<file path="config.mk">
export PLATFORM = sky130hd
export DESIGN_NAME = adder_tree_ich_pipe
export DESIGN_NICKNAME = d
export VERILOG_FILES = /design/src/rtl/adder_tree_ich_pipe.sv
export SDC_FILE = /design/constraint.sdc
export NUM_CORES = 1
export LEC_CHECK = 0
export CAP_MARGIN = 20
export CORE_MARGIN = 1.5
export CORE_UTILIZATION = 39
export DETAILED_ROUTE_END_ITERATION = 10
export RECOVER_POWER = 50
export SYNTH_ARGS = -nofsm -noshare
export SYNTH_HDL_FRONTEND = slang
export SYNTH_SLANG_ARGS = --single-unit
</file>
<file path="constraint.sdc">
create_clock -name clk -period 8.7 [get_ports clk]
set_input_delay 1.74 -clock clk [delete_from_list [all_inputs] [get_ports clk]]
set_output_delay 1.74 -clock clk [all_outputs]
set_load 0.01 [all_outputs]
</file>
<file path="src/rtl/adder_tree_ich_pipe.sv">
// Flow-controlled N_CH-input adder tree. Latency ceil(clog2(N_CH)/PIPE_EVERY); stages collapse bubbles, stall only when full.
// ADDER_TREE_ICH_SAT_EN: saturate out_sum on overflow instead of wrapping.
module adder_tree_ich_pipe #(
  parameter int N_CH       = 32,
  parameter int IN_WIDTH   = 16,
  parameter int OUT_WIDTH  = 32,
  parameter int SIGNED     = 1,
  parameter int PIPE_EVERY = 2,
  parameter int TAG_WIDTH  = 8
) (
  input  logic                     clk,
  input  logic                     rst,
  input  logic                     flush,
  input  logic                     in_valid,
  output logic                     in_ready,
  input  logic [N_CH*IN_WIDTH-1:0] in_data,
  input  logic [TAG_WIDTH-1:0]     in_tag,
  output logic                     out_valid,
  input  logic                     out_ready,
  output logic [OUT_WIDTH-1:0]     out_sum,
  output logic [TAG_WIDTH-1:0]     out_tag,
  output logic                     out_ovf
);
  localparam int LEVELS = $clog2(N_CH);
  localparam int NP     = 1 << LEVELS;
  localparam int FULL_W = IN_WIDTH + LEVELS;
  localparam int NS     = (LEVELS + PIPE_EVERY - 1) / PIPE_EVERY;

  logic [NP*FULL_W-1:0] ext_in;
  logic [FULL_W-1:0]    full_sum;

  // Channels beyond N_CH are zero padding up to the next power of two.
  for (genvar c = 0; c < NP; c++) begin : g_ext
    if (c < N_CH) begin : g_ch
      logic [IN_WIDTH-1:0] x;
      assign x = in_data[c*IN_WIDTH +: IN_WIDTH];
      assign ext_in[c*FULL_W +: FULL_W] = {{LEVELS{(SIGNED != 0) & x[IN_WIDTH-1]}}, x};
    end else begin : g_pad
      assign ext_in[c*FULL_W +: FULL_W] = '0;
    end
  end

  for (genvar s = 0; s < NS; s++) begin : g_stg
    localparam int LO   = s * PIPE_EVERY;
    localparam int HI   = (LO + PIPE_EVERY < LEVELS) ? LO + PIPE_EVERY : LEVELS;
    localparam int CIN  = NP >> LO;
    localparam int COUT = NP >> HI;

    logic [CIN*FULL_W-1:0]  src;
    logic                   up_v;
    logic [TAG_WIDTH-1:0]   up_t;
    logic                   nxt_rdy;
    logic                   rdy;
    logic                   v_q, v_d;
    logic [TAG_WIDTH-1:0]   t_q;
    logic [COUT*FULL_W-1:0] d_q, d_d;

    if (s == 0) begin : g_from_in
      assign src  = ext_in;
      assign up_v = in_valid;
      assign up_t = in_tag;
    end else begin : g_from_stg
      assign src  = g_stg[s-1].d_q;
      assign up_v = g_stg[s-1].v_q;
      assign up_t = g_stg[s-1].t_q;
    end

    if (s == NS - 1) begin : g_rdy_out
      assign nxt_rdy = out_ready;
    end else begin : g_rdy_stg
      assign nxt_rdy = g_stg[s+1].rdy;
    end
    assign rdy = ~v_q | nxt_rdy;

    for (genvar k = 0; k <= HI - LO; k++) begin : g_lvl
      logic [(CIN>>k)*FULL_W-1:0] v;
      if (k == 0) begin : g_base
        assign v = src;
      end else begin : g_add
        for (genvar i = 0; i < (CIN >> k); i++) begin : g_pair
          assign v[i*FULL_W +: FULL_W] = g_lvl[k-1].v[2*i*FULL_W +: FULL_W]
                                       + g_lvl[k-1].v[(2*i+1)*FULL_W +: FULL_W];
        end
      end
    end
    assign d_d = g_lvl[HI-LO].v;

    always_comb begin
      v_d = v_q;
      if (flush)    v_d = 1'b0;
      else if (rdy) v_d = up_v;
    end

    // Data and tag only move with the ready chain, so a stalled output holds still.
    always_ff @(posedge clk or posedge rst) begin
      if (rst) begin
        v_q <= 1'b0;
        t_q <= '0;
        d_q <= '0;
      end else begin
        v_q <= v_d;
        if (rdy) begin
          t_q <= up_t;
          d_q <= d_d;
        end
      end
    end
  end

  assign in_ready  = g_stg[0].rdy;
  assign out_valid = g_stg[NS-1].v_q;
  assign out_tag   = g_stg[NS-1].t_q;
  assign full_sum  = g_stg[NS-1].d_q;

  if (OUT_WIDTH >= FULL_W) begin : g_wide
    assign out_ovf = 1'b0;
    if (OUT_WIDTH == FULL_W) begin : g_same
      assign out_sum = full_sum;
    end else begin : g_extend
      assign out_sum = {{(OUT_WIDTH-FULL_W){(SIGNED != 0) & full_sum[FULL_W-1]}}, full_sum};
    end
  end else begin : g_narrow
    logic ovf;
    if (SIGNED != 0) begin : g_sovf
      assign ovf = full_sum[FULL_W-1:OUT_WIDTH-1] != {(FULL_W-OUT_WIDTH+1){full_sum[FULL_W-1]}};
    end else begin : g_uovf
      assign ovf = |full_sum[FULL_W-1:OUT_WIDTH];
    end
    assign out_ovf = ovf;
`ifdef ADDER_TREE_ICH_SAT_EN
    logic [OUT_WIDTH-1:0] sat;
    if (SIGNED != 0) begin : g_ssat
      assign sat = full_sum[FULL_W-1] ? {1'b1, {(OUT_WIDTH-1){1'b0}}}
                                      : {1'b0, {(OUT_WIDTH-1){1'b1}}};
    end else begin : g_usat
      assign sat = '1;
    end
    assign out_sum = ovf ? sat : full_sum[OUT_WIDTH-1:0];
`else
    assign out_sum = full_sum[OUT_WIDTH-1:0];
`endif
  end

endmodule

</file>
# After elaboration in Yosys (flattened, before gate mapping)
# Index checks and enable logic that the tools add are counted.
# word_totals
reg_bits	258
word_cells	55
out_inout_bits	43
latchBits	0
n_memories	0
in_bits	525
mem_bits_ro	0
mem_bits_rw	0
# classes
shift	0
mux	6
div_mod_pow	0
eq_ne	0
n_bitwise	6
n_reduce_logical	3
magnitude_cmp	0
n_mul	0
n_addsub	31
# op_table
cell	n
16-bit by 16-bit adder with 17-bit output	16
21-bit adder	7
17-bit by 17-bit adder with 18-bit output	8
1-bit 2-to-1 mux	6
2-bit nonzero test	3
1-bit NOT	3
1-bit OR	3

# Logic depth before layout (Yosys ltp)
# Gate-level depths: netlist of run 1.
# logic_depth
depth_word	6
depth_mapped	13
depth_no_buf	13

# Worst setup path before layout of run 1
# OpenSTA, ideal clock, no wires.
# synth_timing
kind	input to register
start	input port in_data[129]
end	register g_stg[0].d_q[57]
setup_time_ns	0.133
required_ns	8.567
arrival_time_ns	4.846
cell_stages	13
path_buffers	0
setup_slack_ns	3.721
path_cell_list	inv_1 -> fa_1 -> inv_1 -> fa_1 -> ha_1 -> fa_1 -> a21o_1 -> a21o_1 -> a211oi_1 -> a21oi_1 -> a2111oi_2 -> xor2_1 -> o21ai_0
# synth_via
elab_chain_cells	2
# synth_lines
item	line_no	source
from (decl)	16	input logic [N_CH*IN_WIDTH-1:0] in_data,
16-bit by 16-bit adder with 17-bit output	82	+ g_lvl[k-1].v[(2*i+1)*FULL_W +: FULL_W];
17-bit by 17-bit adder with 18-bit output	82	
to (signal assigned)	99	d_q <= '0;
to (signal assigned)	104	d_q <= d_d;
to (decl)	56	logic [COUT*FULL_W-1:0] d_q, d_d;
# No other way between the ends.
# A chain may end at the register's enable or synchronous reset.

# Worst setup path after layout of run 1
# layout_timing
start	input port out_ready
end	output port in_ready
# layout_via
elab_chain_cells	3
# layout_lines
item	line_no	source
from (decl)	19	input logic out_ready,
1-bit OR (3 in series)	73	assign rdy = ~v_q | nxt_rdy;
to (decl)	15	output logic in_ready,
# No other way between the ends.

==> impl_metrics.env, run 1 <==
export IMPL_floorplan_die_area_sq_um=69100
export IMPL_r2r_start="g_stg[0].d_q[85]"
export IMPL_finish_net_count=4627
export IMPL_failed_checks="capacitance limit, slew limit"
export IMPL_global_route_wire_length_before_repair_um=112000
export IMPL_timing_clock_skew_ps=13.1
export IMPL_fmax_ghz=0.151
export IMPL_yosys_register_bits=234
export IMPL_commonest_non_fill_non_tap_cell_in_the_layout="sky130_fd_sc_hd__inv_1"
export IMPL_post_dp_cell_area_sq_um=32900
export IMPL_postLayoutCellArea_sq_um=33900
export IMPL_antenna_found_initial=9
export IMPL_cts_root_buf="sky130_fd_sc_hd__clkbuf_16"
export IMPL_wirelength_um=70500
export IMPL_gpl_final_weighted_congestion=0.900
export IMPL_final_hold_violation_count=0
export IMPL_synth_cell_type_count=70
export IMPL_setup_viol_count_final=0
export IMPL_async_set_reset_flop_share_out_of_synthesis_pct=100
export IMPL_synth_top_area_cell="sky130_fd_sc_hd__fa_1"
export IMPL_clock_tree_htree_level_count=1
export IMPL_drt_pre_antenna_iters=6
export IMPL_critical_path_reg2reg_endpoint="g_stg[1].d_q[40]"
export IMPL_ys_flop_type="sky130_fd_sc_hd__dfrtp_1"
export IMPL_synth_top_area_share_pct=25.8
export IMPL_synthesis_to_finish_area_growth_pct=28.5
export IMPL_met3_length_um=3680
export IMPL_postRouteAntennaNets=0
export IMPL_total_global_route_track_usage_pct=20.5
export IMPL_via_count_of_the_first_global_routing_pass=21400
export IMPL_fraction_of_layout_cells_with_a_size_suffix_above_1_pct=2.29
export IMPL_min_delay_worst_endpoint="full_sum[0]"
export IMPL_detail_route_vias_per_cell=4.68
export IMPL_critical_path_fanout_max=37
export IMPL_seqPwrFrac_pct=13.8
export IMPL_ff2ff_setup_slack_ps=4500
export IMPL_timing_max_cap_violations=3
export IMPL_grt_overflow_total=0
export IMPL_routed_wl_met2_um=33800
export IMPL_synth_nets=4092
export IMPL_m1WireLength_um=31800
export IMPL_grt_setup_unrepaired="false"
export IMPL_run_status="finished, violations left"
export IMPL_power_static_leakage_nw=17.1
export IMPL_hold_path_cell_count=2
export IMPL_final_min_clock_period_ps=6610
export IMPL_post_cts_repair_setup_buffers=0
export IMPL_clock_sinks=234
export IMPL_timing_hold_worst_class="flip-flop to flip-flop"
export IMPL_vias=20900
export IMPL_routed_wire_per_std_cell_um=15.8
export IMPL_die_w_um=263
export IMPL_fp_coreArea_sq_um=67000
export IMPL_timing_critical_path_buf_inv=4
export IMPL_start_util_pct=39.3
export IMPL_number_of_primary_i_o_pins=568
export IMPL_post_synth_inst_count=3032
export IMPL_critical_path_depth=6
export IMPL_number_of_synthesized_flops_with_an_enable_pin=0
export IMPL_post_route_drc_violation_count=0
export IMPL_nFillCells=6547
export IMPL_top_layer="met5"
export IMPL_share_of_the_yosys_chip_area_belonging_to_registers_pct=22.2
export IMPL_synth_cell_area_sq_um=26300
export IMPL_io_buffers=566
export IMPL_cp_start_kind="primary input"
export IMPL_number_of_cells_in_the_finished_layout_apart_from_fillers=4463
export IMPL_cell_internal_pwr_mw=7.71
export IMPL_min_period_over_period_pct=75.9
export IMPL_tritoncts="built"
export IMPL_final_hold_worst_slack_ps=454
export IMPL_crit_path_kind="primary input to output port"
export IMPL_holdCritStartpoint="full_sum[0]"
export IMPL_clockPowerShare_pct=8.3
export IMPL_finish_utilization_pct=50.5
export IMPL_dpl_cell_count=4408
export IMPL_p_switching_mw=7.22
export IMPL_std_cell_rows=95
export IMPL_clk_latency_worst_skew_pair_ps=560
export IMPL_mostFrequentLayoutCells="sky130_fd_sc_hd__inv_1 (832), sky130_fd_sc_hd__clkdlybuf4s50_1 (542), sky130_fd_sc_hd__fa_1 (339), sky130_fd_sc_hd__nand2_1 (294), sky130_fd_sc_hd__dfrtp_1 (234)"
export IMPL_netlist_top_cells_area="sky130_fd_sc_hd__fa_1 (26%), sky130_fd_sc_hd__dfrtp_1 (22%), sky130_fd_sc_hd__inv_1 (12%)"
export IMPL_slew_violations=189
export IMPL_syn_area_per_cell_sq_um=8.69
export IMPL_setup_tns_ps=0
export IMPL_hpwl_um=60700
export IMPL_crit_path_end_kind="output port"
export IMPL_chip_height_um=263
export IMPL_initialDrtViolationCount=1133
export IMPL_max_slew_margin_pct=-218
export IMPL_critical_path_cell_chain="dlygate4sd3_1 -> nor2b_2 -> clkbuf_1 -> and3_4 -> inv_4 -> clkdlybuf4s50_1"
export IMPL_power_density_relative_to_cell_area_nw_per_um2=441
export IMPL_ys_warnings_count=0
export IMPL_combinationalPowerShare_pct=77.9
export IMPL_cp_slowest_cell="sky130_fd_sc_hd__clkbuf_1"
export IMPL_max_clock_path_buffers=3
export IMPL_irDropWorstVdd_mv=0.414
export IMPL_path_clk_slew_ps=60
export IMPL_cts_resized=0
export IMPL_critPathMaxStageDelay_ps=1130
export IMPL_crit_required_ps=6960
export IMPL_netSwitchingFraction_pct=48.3
export IMPL_worst_tran_pin_value_ps=4740
export IMPL_r2r_worst_path_cells=11
export IMPL_cts_made_buffers=29
export IMPL_critical_path_top_delay_family="buffers and inverters"
export IMPL_timing_critical_path_arrival_ps=4870
export IMPL_grt_start_max_net_pins=106
export IMPL_cts_hold_buffers=0
[metrics by stage]
step | setup WS, ps | power [mW]
6_report | 2090 | 14.9
5_1_grt | 1640 | 16.7
4_1_cts | 3090 | 15.1
3_5_place_dp | 2740 | 13.7
3_3_place_gp | 2780 | 13.6
2_1_floorplan | 542 | 10.8
[synthesized netlist by cell type (all sizes together) (13+ instances only)]
| library cell | count |
|---|---|
| o21bai | 18 |
| nor3 | 21 |
| xnor2 | 56 |
| o21a | 25 |
| nor2b | 13 |
| ha | 196 |
| fa | 339 |
| o31ai | 20 |
| buf | 23 |
| xor2 | 95 |
| inv | 833 |
| and3 | 18 |
| a21o | 62 |
| nand2 | 294 |
| a21oi | 185 |
| nor2 | 133 |
| o211ai | 17 |
| clkbuf | 49 |
| dfrtp | 234 |
| nand2b | 16 |
| o21ai | 175 |
| a31oi | 17 |
| nand3 | 19 |
| a211oi | 33 |
[sequential cells by signal (all words and copies together), names as in the netlist]
| signal | count |
|---|---|
| out_tag | 8 |
| out_valid | 1 |
| g_stg.t_q | 16 |
| g_stg.v_q | 2 |
| full_sum | 21 |
| g_stg.d_q | 186 |
[layout make-up]
class | instances | area, sq um | area share (%)
diodes | 2 | 5.00 | 0.0148
clock inverters | 11 | 144 | 0.425
clock buffers | 41 | 831 | 2.45
well taps | 873 | 1090 | 3.23
flip-flops and latches | 234 | 5860 | 17.3
multi-input cells | 1892 | 17000 | 50.4
repair buffers | 576 | 5750 | 17.0
inverters | 834 | 3130 | 9.26
[power groups by stage]
stage | combinational [mW] | clock [mW] | sequential [mW]
after CTS | 11.7 | 1.27 | 2.07
final | 11.6 | 1.23 | 2.06
after floorplan | 8.77 | 0 | 2.01
after global placement | 11.5 | 0 | 2.07
after global routing | 13.3 | 1.32 | 2.13
after detailed placement | 11.6 | 0 | 2.09
[worst max path at each step]
| stage | from | end | slack [ps] |
|---|---|---|---|
| floorplan | rst | full_sum[0] | 540 |
| global placement | in_data[449] | g_stg[0].d_q[166] | 2780 |
| detailed placement | in_data[449] | g_stg[0].d_q[166] | 2740 |
| CTS | out_ready | in_ready | 3090 |
| global route | rst | g_stg[1].d_q[14] | 1640 |
| finish | out_ready | in_ready | 2090 |
[routing by layer]
| layer | track usage [%] | vias to the layer above |
|---|---|---|
| met1 | 27.8 | 9828 |
| li1 | - | 10500 |
| met2 | 34.7 | 472 |
| met5 | 0 | - |
| met4 | 3.69 | 4 |
| met3 | 3.30 | 64 |
[kinds of logic after synthesis]
kind of cell	count (synthesis)	synth area share [%]
AO/OA/AOI/OAI	618	14.6
XOR/XNOR	151	5.02
adder cells (fa/ha/maj)	535	35.1
buffers and inverters	906	13.1
flip-flops	234	22.2
multiplexers	5	0.190
other	1	0.0142
AND/OR/NAND/NOR	582	9.77
[worst reg2reg max path, delay by kind of cell, from the launching register on]
family | cells | cell delay (ps)
AND/OR/NAND/NOR | 2 | 710
AO/OA/AOI/OAI | 4 | 910
adder cells (fa/ha/maj) | 4 | 1750
XOR/XNOR | 1 | 250
flip-flops | 1 | 400
Note: power is estimated with default switching activity, not from simulation.
==> run 2: changes to the inputs <==
==> constraint.sdc (replaced) <==
create_clock -name clk -period 6.65 [get_ports clk]
set_input_delay 1.33 -clock clk [delete_from_list [all_inputs] [get_ports clk]]
set_output_delay 1.33 -clock clk [all_outputs]
set_load 0.01 [all_outputs]
==> impl_metrics.env, run 2 (synthesis gave the netlist of run 1 again) <==
export IMPL_run_status="finished, final reports clean"
export IMPL_grt_overflow_total=0
export IMPL_setup_tns_ps=0
export IMPL_cts_hold_buffers=0
export IMPL_postRouteAntennaNets=0
export IMPL_timing_clock_skew_ps=20.1
export IMPL_fmax_ghz=0.202
export IMPL_seqCellArea_sq_um=5860
export IMPL_timing_critical_path_buf_inv=4
export IMPL_groute_layer_met2_usage_pct=35.1
export IMPL_detail_route_vias_per_cell=4.67
export IMPL_synthesis_to_finish_area_growth_pct=28.4
export IMPL_crit_path_kind="primary input to output port"
export IMPL_number_of_cells_in_the_finished_layout_apart_from_fillers=4455
export IMPL_worst_tran_pin_value_ps=1430
export IMPL_vias=20800
export IMPL_via_count_of_the_first_global_routing_pass=21400
export IMPL_wirelength_um=69600
export IMPL_clk_latency_worst_skew_pair_ps=560
export IMPL_timing_max_cap_violations=0
export IMPL_path_clk_slew_ps=60
export IMPL_ff2ff_setup_slack_ps=2470
export IMPL_power_static_leakage_nw=17.1
export IMPL_setup_viol_count_final=0
export IMPL_critical_path_fanout_max=78
export IMPL_tritoncts="built"
export IMPL_timing_hold_worst_class="flip-flop to flip-flop"
export IMPL_max_clock_path_buffers=3
export IMPL_slew_violations=0
export IMPL_globalRouteMet3Util_pct=2.87
export IMPL_nFillCells=6477
export IMPL_post_dp_cell_area_sq_um=32900
export IMPL_r2r_start="g_stg[0].d_q[85]"
export IMPL_finish_net_count=4623
export IMPL_post_cts_repair_setup_buffers=0
export IMPL_final_hold_violation_count=0
export IMPL_cts_made_buffers=28
export IMPL_die_w_um=263
export IMPL_global_route_wire_length_before_repair_um=112000
export IMPL_fp_coreArea_sq_um=67000
export IMPL_gpl_final_weighted_congestion=0.898
export IMPL_max_slew_margin_pct=4.50
export IMPL_grt_setup_unrepaired="false"
export IMPL_critical_path_cell_chain="dlygate4sd3_1 -> nor2b_2 -> buf_4 -> and3_4 -> inv_6 -> clkdlybuf4s50_1"
export IMPL_crit_path_end_kind="output port"
export IMPL_mostFrequentLayoutCells="sky130_fd_sc_hd__inv_1 (832), sky130_fd_sc_hd__clkdlybuf4s50_1 (564), sky130_fd_sc_hd__fa_1 (339), sky130_fd_sc_hd__nand2_1 (293), sky130_fd_sc_hd__dfrtp_1 (234)"
export IMPL_gr_usage_met1_pct=27.6
export IMPL_std_cell_rows=95
export IMPL_cp_slowest_cell="sky130_fd_sc_hd__clkdlybuf4s50_1"
export IMPL_post_route_drc_violation_count=0
export IMPL_clock_sinks=234
export IMPL_critPathMaxStageDelay_ps=670
export IMPL_crit_required_ps=5320
export IMPL_min_period_over_period_pct=74.6
export IMPL_final_min_clock_period_ps=4960
export IMPL_fraction_of_layout_cells_with_a_size_suffix_above_1_pct=2.23
export IMPL_critical_path_top_delay_family="buffers and inverters"
export IMPL_timing_critical_path_arrival_ps=3630
export IMPL_irDropWorstVdd_mv=0.495
export IMPL_drt_pre_antenna_iters=5
export IMPL_dpl_cell_count=4406
export IMPL_initialDrtViolationCount=1166
export IMPL_routed_wire_per_std_cell_um=15.6
export IMPL_commonest_non_fill_non_tap_cell_in_the_layout="sky130_fd_sc_hd__inv_1"
export IMPL_total_global_route_track_usage_pct=20.4
export IMPL_grt_start_max_net_pins=185
export IMPL_critical_path_reg2reg_endpoint="g_stg[1].d_q[40]"
export IMPL_grt_busiest_layer="met2"
export IMPL_cts_resized=0
export IMPL_io_buffers=566
export IMPL_cts_root_buf="sky130_fd_sc_hd__clkbuf_16"
export IMPL_number_of_primary_i_o_pins=568
export IMPL_floorplan_die_area_sq_um=69100
export IMPL_worst_setup_path_startpoint="out_ready"
export IMPL_antenna_cells_inserted=0
export IMPL_cp_start_kind="primary input"
export IMPL_cp_endpoint="in_ready"
export IMPL_power_density_relative_to_cell_area_nw_per_um2=574
export IMPL_top_reg_by_flops="g_stg.d_q"
export IMPL_critical_path_depth=6
export IMPL_clock_tree_htree_level_count=1
export IMPL_chip_height_um=263
export IMPL_r2r_worst_path_cells=11
export IMPL_start_util_pct=39.3
export IMPL_postLayoutCellArea_sq_um=33800
export IMPL_design_power_total_mw=19.4
export IMPL_number_of_flip_flops_in_the_largest_register=186
export IMPL_multi_input_comb_area_sq_um=17100
export IMPL_antenna_found_initial=7
export IMPL_hpwl_um=59600
run 2: how the worst min path moves through the flow:
stage / from / endpoint / slack (ps) / cells after the start
after floorplan: g_stg[0].t_q[0] / g_stg[0].t_q[0] / 440 / 2
after global placement: g_stg[1].t_q[3] / g_stg[1].t_q[3] / 450 / 2
after detailed placement: g_stg[0].t_q[3] / g_stg[0].t_q[3] / 460 / 2
after CTS: g_stg[1].t_q[0] / g_stg[1].t_q[0] / 470 / 2
after global routing: g_stg[1].t_q[5] / g_stg[1].t_q[5] / 490 / 2
final: g_stg[0].t_q[7] / g_stg[0].t_q[7] / 460 / 2
run 2: final cells by class:
| class | count | area share [%] |
|---|---|---|
| flip-flops and latches | 234 | 17.3 |
| multi-input cells | 1892 | 50.4 |
| clock inverters | 10 | 0.392 |
| clock buffers | 39 | 2.40 |
| well taps | 873 | 3.23 |
| inverters | 834 | 9.27 |
| repair buffers | 573 | 17.0 |
run 2: routing by layer:
| metal | up-vias | routed length [um] |
|---|---|---|
| li1 | 10500 | - |
| met3 | 62 | 3720 |
| met4 | 6 | 1080 |
| met1 | 9750 | 31300 |
| met2 | 489 | 33500 |
| met5 | - | 34 |
run 2: power breakdown:
part / internal [mW] / total (mW) / switching [mW]
sequential: 2.33 / 2.68 / 0.354
combinational: 6.77 / 15.2 / 8.38
clock: 0.963 / 1.58 / 0.618
total: 10.1 / 19.4 / 9.35
run 2: tightest hold or removal path, stage by stage, from the launching register on:
cell and delay, ps:
sky130_fd_sc_hd__dfrtp_1 340, sky130_fd_sc_hd__nand2_1 50, sky130_fd_sc_hd__nand2_1 40
run 2: through the flow:
stage	utilization, %	hold slack, ps	setup WS, ps
finish	50.4	465	1690
global route	50.4	485	1520
CTS	50.5	468	1700
detailed placement	49.0	455	1130
global placement	49.0	451	1150
floorplan	-	439	2080
==> run 3: changes to the inputs <==
--- a/config.mk
+++ b/config.mk
@@ -9,6 +9,7 @@
 export CORE_MARGIN = 1.5
 export CORE_UTILIZATION = 39
 export DETAILED_ROUTE_END_ITERATION = 10
+export PLACE_DENSITY = 0.66
 export RECOVER_POWER = 50
 export SYNTH_ARGS = -nofsm -noshare
 export SYNTH_HDL_FRONTEND = slang
==> constraint.sdc (replaced) <==
create_clock -name clk -period 4.1 [get_ports clk]
set_input_delay 0.82 -clock clk [delete_from_list [all_inputs] [get_ports clk]]
set_output_delay 0.82 -clock clk [all_outputs]
set_load 0.01 [all_outputs]
==> impl_metrics.env, run 3 (synthesis gave the netlist of run 1 again) <==
export IMPL_run_status="finished, violations left"
export IMPL_failed_checks="slew limit"
export IMPL_multi_input_comb_area_sq_um=17200
export IMPL_setup_tns_ps=0
export IMPL_clock_tree_htree_level_count=1
export IMPL_crit_path_kind="flip-flop to flip-flop"
export IMPL_routed_wire_per_std_cell_um=15.3
export IMPL_critPathMaxStageDelay_ps=540
export IMPL_cts_made_buffers=28
export IMPL_antenna_found_initial=3
export IMPL_cp_start_kind="flip-flop"
export IMPL_fp_coreArea_sq_um=67000
export IMPL_wirelength_um=70400
export IMPL_r2r_start="g_stg[0].d_q[127]"
export IMPL_seqCellArea_sq_um=5860
export IMPL_max_slew_margin_pct=-1.97
export IMPL_combinationalPowerShare_pct=79.1
export IMPL_path_clk_slew_ps=60
export IMPL_post_cts_repair_setup_buffers=0
export IMPL_hold_path_cell_count=2
export IMPL_detail_route_vias_per_cell=4.68
export IMPL_vias=21500
export IMPL_cell_internal_pwr_mw=17.2
export IMPL_slew_violations=72
export IMPL_max_clock_path_buffers=3
export IMPL_timing_critical_path_arrival_ps=4420
export IMPL_number_of_cells_in_the_finished_layout_apart_from_fillers=4603
export IMPL_post_route_drc_violation_count=0
export IMPL_floorplan_die_area_sq_um=69100
export IMPL_initialDrtViolationCount=986
export IMPL_postLayoutCellArea_sq_um=35100
export IMPL_number_of_flip_flops_in_the_largest_register=186
export IMPL_cts_root_buf="sky130_fd_sc_hd__clkbuf_16"
export IMPL_final_hold_violation_count=0
export IMPL_irDropWorstVdd_mv=0.924
export IMPL_chip_height_um=263
export IMPL_via_count_of_the_first_global_routing_pass=21900
export IMPL_crit_path_end_kind="flip-flop"
export IMPL_worst_setup_path_startpoint="g_stg[0].d_q[127]"
export IMPL_grt_overflow_total=0
export IMPL_gpl_final_weighted_congestion=0.916
export IMPL_cts_hold_buffers=0
export IMPL_drt_pre_antenna_iters=7
export IMPL_critical_path_fanout_max=3
export IMPL_fraction_of_layout_cells_with_a_size_suffix_above_1_pct=6.84
export IMPL_dpl_cell_count=4552
export IMPL_clk_latency_worst_skew_pair_ps=560
export IMPL_clock_sinks=234
export IMPL_setup_slack_ps=117
export IMPL_critical_path_top_delay_family="adder cells"
export IMPL_r2r_worst_path_cells=12
export IMPL_post_dp_cell_area_sq_um=34000
export IMPL_p_switching_mw=15.8
export IMPL_number_of_primary_i_o_pins=568
export IMPL_nFillCells=6327
export IMPL_holdCritStartpoint="out_tag[3]"
export IMPL_crit_required_ps=4530
export IMPL_start_util_pct=39.3
export IMPL_total_global_route_track_usage_pct=20.4
export IMPL_die_w_um=263
export IMPL_timing_critical_path_buf_inv=1
export IMPL_io_buffers=566
export IMPL_top_reg_by_flops="g_stg.d_q"
export IMPL_detailedPlace_worstSlack_ps=-633
export IMPL_worst_path_most_repeated_cell="sky130_fd_sc_hd__fa_1"
export IMPL_min_period_over_period_pct=97.1
export IMPL_global_route_wire_length_before_repair_um=113000
export IMPL_synthesis_to_finish_area_growth_pct=33.2
export IMPL_postRouteAntennaNets=0
export IMPL_fmax_ghz=0.251
export IMPL_mostFrequentLayoutCells="sky130_fd_sc_hd__inv_1 (826), sky130_fd_sc_hd__clkdlybuf4s50_1 (558), sky130_fd_sc_hd__fa_1 (335), sky130_fd_sc_hd__nand2_1 (293), sky130_fd_sc_hd__dfrtp_1 (234)"
export IMPL_critical_path_depth=12
export IMPL_timing_hold_worst_class="flip-flop to flip-flop"
export IMPL_power_static_leakage_nw=17.8
export IMPL_critical_path_cell_chain="fa_1 -> fa_1 -> ha_2 -> fa_2 -> a211oi_4 -> nor4b_4 -> or4_4 -> a211o_1 -> o31ai_2 -> xor2_1 -> buf_4 -> a21oi_2"
export IMPL_worst_tran_pin_value_ps=1530
export IMPL_commonest_non_fill_non_tap_cell_in_the_layout="sky130_fd_sc_hd__inv_1"
export IMPL_grt_start_max_net_pins=162
export IMPL_cp_slowest_cell="sky130_fd_sc_hd__fa_1"
export IMPL_grt_setup_unrepaired="true"
export IMPL_finish_net_count=4768
export IMPL_clockPowerShare_pct=7.6
export IMPL_timing_max_cap_violations=0
export IMPL_tritoncts="built"
export IMPL_std_cell_rows=95
export IMPL_setup_viol_count_final=0
export IMPL_final_min_clock_period_ps=3980
export IMPL_hpwl_um=60800
export IMPL_timing_clock_skew_ps=18.8
export IMPL_seqPwrFrac_pct=13.3
export IMPL_power_density_relative_to_cell_area_nw_per_um2=939
export IMPL_netSwitchingFraction_pct=47.9
==> run 3: cell types whose count changed in the layout (fill, tap and decap cells not counted), sizes merged <==
cell           before  now
buf                 6  144
clkbuf             40   51
clkdlybuf4s50     564  558
dlymetal6s2s        0    6
bufinv              3    1
diode               0    1
==> run 3: worst paths after layout <==
kind	to	slack [ps]
setup / recovery	g_stg[1].d_q[40]	120
hold / removal	out_tag[3]	460
setup reg to reg	g_stg[1].d_q[40]	120
hold reg to reg	out_tag[3]	460
max in group asynchronous	g_stg[1].d_q[15]	990
min in group asynchronous	out_tag[2]	880
==> run 3: layer usage <==
layer	track usage, %	part of all wire, %	routed length, um	vias up
met5	0	0.018	13	-
met4	3.48	1.6	1120	2
met3	2.64	4.3	3050	64
met2	35.2	49	34400	433
met1	27.6	45	31800	10300
li1	-	-	-	10800
==> run 3: what timing repair did <==
| action | 4_1_cts | 5_1_grt |
|---|---|---|
| setup endpoints to repair | 5 | 29 |
| pin swaps | 2 | 35 |
| gates resized for setup | 4 | 51 |
==> run 3: worst reg2reg max path: cells and delay by family, from the launching register on <==
kind | cells | cell delay (ps)
adder cells (fa/ha/maj) | 4 | 1630
AO/OA/AOI/OAI | 4 | 940
AND/OR/NAND/NOR | 2 | 530
flip-flops | 1 | 400
XOR/XNOR | 1 | 200
buffers and inverters | 1 | 150
==> run 3: cell type report <==
cell class	instances	share of cell area, %
Sequential cell	234	16.7
Tap cell	873	3.11
Inverter	834	8.94
Timing Repair Buffer	718	19.5
Clock buffer	43	2.45
Clock inverter	8	0.207
Antenna cell	1	0.00713
Multi-Input combinational cell	1892	49.1
==> run 3: per-stage QoR <==
step | hold WS [ps] | util [%] | power [mW]
final | 464 | 52.4 | 32.9
after global routing | 492 | 52.4 | 36.6
after CTS | 469 | 52.2 | 32.9
after detailed placement | 455 | 50.8 | 30.1
after global placement | 450 | 50.8 | 29.7
after floorplan | 439 | - | 22.9
==> run 3: power groups by stage <==
stage | clock [mW] | combinational (mW) | sequential [mW]
finish | 2.51 | 26.1 | 4.37
global placement | 0 | 25.3 | 4.39
detailed placement | 0 | 25.7 | 4.43
floorplan | 0 | 18.6 | 4.27
CTS | 2.59 | 25.9 | 4.39
global route | 2.67 | 29.4 | 4.50
